$ cat src/rtl/tinyqv_ser_counter.sv
// Nibble-serial W-bit counter: one 4-bit nibble per cycle, host-driven nibble index.
// Optional serial >= compare against a W-bit register when TINYQV_SER_COUNTER_CMP_EN is defined.
module tinyqv_ser_counter #(
    parameter int unsigned NIBBLES = 8,
    parameter int unsigned STEP    = 1
) (
    input  logic                       clk,
    input  logic                       rstn,
    input  logic [$clog2(NIBBLES)-1:0] nibble_ct,
    input  logic                       inc,
    input  logic                       set,
    input  logic [3:0]                 data_in,
    output logic [3:0]                 data_out,
    output logic                       cy_out,
    output logic                       wrap
`ifdef TINYQV_SER_COUNTER_CMP_EN
    ,
    input  logic                       cmp_set,
    input  logic [3:0]                 cmp_data,
    output logic                       match
`endif
);

    localparam int unsigned       CW     = $clog2(NIBBLES);
    localparam logic [CW-1:0]     LAST   = CW'(NIBBLES - 1);
    localparam logic [3:0]        STEP_N = 4'(STEP);

    logic [3:0] r_mem [NIBBLES];
    logic       r_carry;
    logic       r_wrap;

    logic       w_valid;
    logic       w_first;
    logic       w_last;
    logic [3:0] w_old;
    logic [3:0] w_addend;
    logic       w_cin;
    logic [4:0] w_sum;
    logic       w_cy;
    logic [3:0] w_new;

    // Indices past the top nibble (non-power-of-two NIBBLES) read as zero and write nothing.
    always_comb begin
        w_valid  = 32'(nibble_ct) < NIBBLES;
        w_first  = nibble_ct == '0;
        w_last   = nibble_ct == LAST;
        w_old    = w_valid ? r_mem[nibble_ct] : '0;
        w_addend = (w_first && inc) ? STEP_N : '0;
        w_cin    = w_first ? 1'b0 : r_carry;
        w_sum    = {1'b0, w_old} + {1'b0, w_addend} + {4'b0000, w_cin};
        w_cy     = w_valid && !set && w_sum[4];
        w_new    = set ? data_in : w_sum[3:0];
    end

    assign data_out = w_old;
    assign cy_out   = w_cy;
    assign wrap     = r_wrap;

    always_ff @(posedge clk) begin
        if (!rstn) begin
            for (int unsigned i = 0; i < NIBBLES; i++) begin
                r_mem[i] <= '0;
            end
            r_carry <= 1'b0;
            r_wrap  <= 1'b0;
        end else begin
            r_wrap <= w_last && w_cy;
            if (w_valid) begin
                r_mem[nibble_ct] <= w_new;
                r_carry          <= w_cy;
            end
        end
    end

`ifdef TINYQV_SER_COUNTER_CMP_EN
    logic [3:0] r_cmp [NIBBLES];
    logic       r_ge;
    logic       r_match;

    logic [3:0] w_cmp_new;
    logic       w_ge_in;
    logic       w_ge;

    // Higher nibbles are visited later, so a strict difference there overrides the running result.
    always_comb begin
        w_cmp_new = cmp_set ? cmp_data : (w_valid ? r_cmp[nibble_ct] : '0);
        w_ge_in   = w_first ? 1'b1 : r_ge;
        if (w_new > w_cmp_new) begin
            w_ge = 1'b1;
        end else if (w_new < w_cmp_new) begin
            w_ge = 1'b0;
        end else begin
            w_ge = w_ge_in;
        end
    end

    assign match = r_match;

    always_ff @(posedge clk) begin
        if (!rstn) begin
            for (int unsigned i = 0; i < NIBBLES; i++) begin
                r_cmp[i] <= '0;
            end
            r_ge    <= 1'b0;
            r_match <= 1'b0;
        end else if (w_valid) begin
            if (cmp_set) begin
                r_cmp[nibble_ct] <= cmp_data;
            end
            r_ge <= w_ge;
            if (w_last) begin
                r_match <= w_ge;
            end
        end
    end
`endif

endmodule

$ cat config.mk
export PLATFORM = sky130hd
export DESIGN_NAME = tinyqv_ser_counter
export DESIGN_NICKNAME = d
export VERILOG_FILES = /design/src/rtl/tinyqv_ser_counter.sv
export SDC_FILE = /design/constraint.sdc
export NUM_CORES = 1
export LEC_CHECK = 0
export ABC_AREA = 1
export CAP_MARGIN = 20
export CELL_PAD_IN_SITES_DETAIL_PLACEMENT = 0
export CELL_PAD_IN_SITES_GLOBAL_PLACEMENT = 1
export CORE_MARGIN = 2
export CORE_UTILIZATION = 48
export CTS_BUF_LIST = sky130_fd_sc_hd__clkbuf_8
export CTS_CLUSTER_DIAMETER = 100
export DETAILED_ROUTE_END_ITERATION = 16
export PLACE_DENSITY = 0.93
export SLEW_MARGIN = 5
export SYNTH_ARGS = -nofsm -noshare
export SYNTH_HDL_FRONTEND = slang
export SYNTH_SLANG_ARGS = --single-unit
export TNS_END_PERCENT = 20
$ cat constraint.sdc
create_clock -name clk -period 4 [get_ports clk]
set_input_delay 0.8 -clock clk [delete_from_list [all_inputs] [get_ports clk]]
set_output_delay 0.8 -clock clk [all_outputs]
set_load 0.02 [all_outputs]
==> results.toml <==
[status]
status = "finished, final reports clean"

[critical_path]
required_ns = 3.20
cp.depth = 11
crit_top_cell = "nor2_1"
endpoint_kind = "output port"
path_max_fanout = 16
crit_buf_inv = 4
crit_type = "primary input to output port"
ff2ff_path_depth = 9
cp_slowest_cell = "clkdlybuf4s50_1"
crit_path_cell_trace = "clkdlybuf4s50_1 -> buf_12 -> inv_2 -> nor2_1 -> a221oi_1 -> nand4_1 -> fa_2 -> ha_1 -> nand2_2 -> nor2_1 -> dlygate4sd2_1"
cp_data_arrival_time_ns = 3.00
max_stage_delay_ns = 0.45
cp_top_family = "buffers and inverters"
worstSetupStartpointType = "primary input"

[routing]
routed_wl_microns = 4246
num_vias = 1479
first_pass_iters = 4
ant_nets = 0
avgViaCountPerCell = 5.065
drc_errors = 0
post_drt_wl_per_cell_microns = 14.54
first_iter_violations = 134

[final_layout]
final_area_sq_um = 2266
layout_commonest_cell = "nand2_1"
drive_above_1_share_pct = 22.54
diodes = 0
area_delta_synth_final_pct = 25.16
fillers = 334
final_cell_mix = "nand2_1 (56), edfxtp_1 (32), nor2_1 (30), inv_1 (23), buf_4 (22)"
num-nets-final = 257

[min_path]
min_path_type = "flip-flop to flip-flop"
worstHoldPathCells = 7

[timing]
max_slew_margin_pct = 59.48
tightest_slew_ns = 0.6014
fin_skew_ns = 0.009138
grt_setup_unrepaired = "no"
fin_crit_sh_pct = 94.96
setup_viol = 0
hold_viol_final = 0
max_freq_ghz = 0.2633
slew_viol_final = 0
fin_ws_ns = 0.2015
min_period_ns = 3.798

[synthesis]
syn_inst = 203
avgSynthCellArea_sq_um = 8.919
seq_area_frac_synth_pct = 55.29
yosys_warnings = 0
netlist_area_sq_um = 1810
synth_seq_cells = 34
syn_nets = 216
synth_cell_types = 26

[power_and_ir_drop]
p_int_mw = 0.5751
swShare_pct = 25.75
power_density_nw_per_um2 = 341.8
power.switching_mw = 0.1994
combPwrFrac_pct = 17.3
p_seq_share_pct = 53.4
power_mw = 0.7746
p_leak_nw = 0.9783
ir_drop_uv = 241.9
pwr-share-clk_pct = 29.3

[place]
dp_hpwl_microns = 3115
portBuffers = 16
gp_congestion = 0.8135
postPlaceCellArea_sq_um = 2191
preCtsSetupSlack_ns = -0.2776

[clock_tree]
cts_buffers = 5
clock_sinks = 34
clkLatencyLatePin_ns = 0.28
cts_buffer_depth = 2
cts-root-buf = "clkbuf_8"
cts_tree = "done"
clk_pin_slew_ns = 0.06
h-tree-depth = 2

[floorplan]
rows = 22
core_sq_um = 3633
fp.dieH_microns = 65.42
die_x_microns = 65.42
ios = 17
initial_core_util_pct = 49.83
fp.dieArea_sq_um = 4279

[global_routing]
globalRoute.totalOverflow = 0
grt_pass1_vias = 1395
antenna_found_initial = 0
grt_max_degree = 18
grt_pass1_wl_microns = 6913
grt_use_total_pct = 22.74

[flow_run]
cap_violations = 0
## area by class of cell
| class | count | area, sq um | share of cell area (%) |
|---|---|---|---|
| well taps | 48 | 60.06 | 2.650 |
| repair buffers | 39 | 341.6 | 15.07 |
| clock inverters | 2 | 7.507 | 0.3313 |
| clock buffers | 5 | 68.82 | 3.037 |
| inverters | 24 | 90.09 | 3.976 |
| flip-flops and latches | 34 | 1001 | 44.17 |
| multi-input cells | 140 | 696.9 | 30.76 |
## synthesized netlist by cell type (all sizes together)
cell type | n | area [sq um]
inv | 24 | 90.09
a221oi | 1 | 8.760
o21ai | 4 | 20.02
nor2 | 44 | 200.2
buf | 3 | 17.52
nand4 | 1 | 6.260
clkbuf | 2 | 7.510
ha | 1 | 12.51
edfxtp | 32 | 960.9
nand3 | 10 | 67.57
mux2i | 2 | 20.02
fa | 1 | 20.02
nor3 | 2 | 10.01
a21oi | 8 | 40.04
nand2 | 62 | 252.7
o21a | 1 | 15.01
nor4 | 1 | 6.260
a22oi | 2 | 15.01
dfxtp | 2 | 40.04
## power by group through the flow
stage / combinational (mW) / sequential (mW) / clock [mW]
2_1_floorplan: 0.0713 / 0.419 / 0
3_3_place_gp: 0.133 / 0.420 / 0
3_5_place_dp: 0.135 / 0.421 / 0
4_1_cts: 0.135 / 0.413 / 0.231
5_1_grt: 0.147 / 0.415 / 0.251
6_report: 0.134 / 0.413 / 0.227
## metrics by stage
| stage | TNS (ns) | utilization, % | hold WS, ns | cells |
|---|---|---|---|---|
| 2_1_floorplan | 0 | - | 0.7749 | 203 |
| 3_3_place_gp | -0.2175 | 60.30 | 0.9086 | 285 |
| 3_5_place_dp | -0.2776 | 60.30 | 0.9387 | 285 |
| 4_1_cts | 0 | 62.29 | 0.9535 | 292 |
| 5_1_grt | 0 | 62.36 | 1.035 | 292 |
| 6_report | 0 | 62.36 | 0.9566 | 292 |
## state kept, by name (all words and copies together) (netlist names)
register,count
r_carry,1
wrap,1
r_mem,32
## cell families after synthesis
| group | after synthesis | synth area share, % |
|---|---|---|
| fa+ha+maj | 2 | 1.797 |
| flops | 34 | 55.29 |
| buf+inv | 29 | 6.359 |
| mux | 2 | 1.106 |
| compound gates | 16 | 5.459 |
| simple gates | 120 | 29.99 |
## worst register-to-register path, stage by stage (launching register included)
cell and delay [ns]:
edfxtp_1 0.36, inv_1 0.06, nor2_1 0.05, a221oi_1 0.20, nand4_1 0.20, fa_2 0.39
ha_1 0.21, nor2_1 0.17, o21a_4 0.28, nor2_2 0.05
## path summary, 6_finish.rpt
kind                            slack (ns)                         to                       from
worst max register to register        1.79  r_mem[0][2]$_SDFFCE_PN0P_  r_mem[1][0]$_SDFFCE_PN0P_
worst min-delay path                  0.96         r_carry$_SDFF_PN0_  r_mem[6][2]$_SDFFCE_PN0P_
worst max-delay path                  0.20                     cy_out               nibble_ct[0]
worst min register to register        0.96         r_carry$_SDFF_PN0_  r_mem[6][2]$_SDFFCE_PN0P_
## routing by layer
layer	global-route usage, %	wire [microns]	up-vias	part of all wire, %
li1	-	-	735	-
met1	32.73	1896	692	45
met2	33.80	1978	47	47
met3	4.795	304	5	7.2
met4	8.854	68	0	1.6
met5	0	0	-	0
## what timing repair did
action,CTS,global route
hold buffers,0,0
endpoints found under the setup margin,1,1
pin swaps,1,2
gates resized for setup,3,1
buffers inserted,0,0
Note: power is estimated with default switching activity, not from simulation.
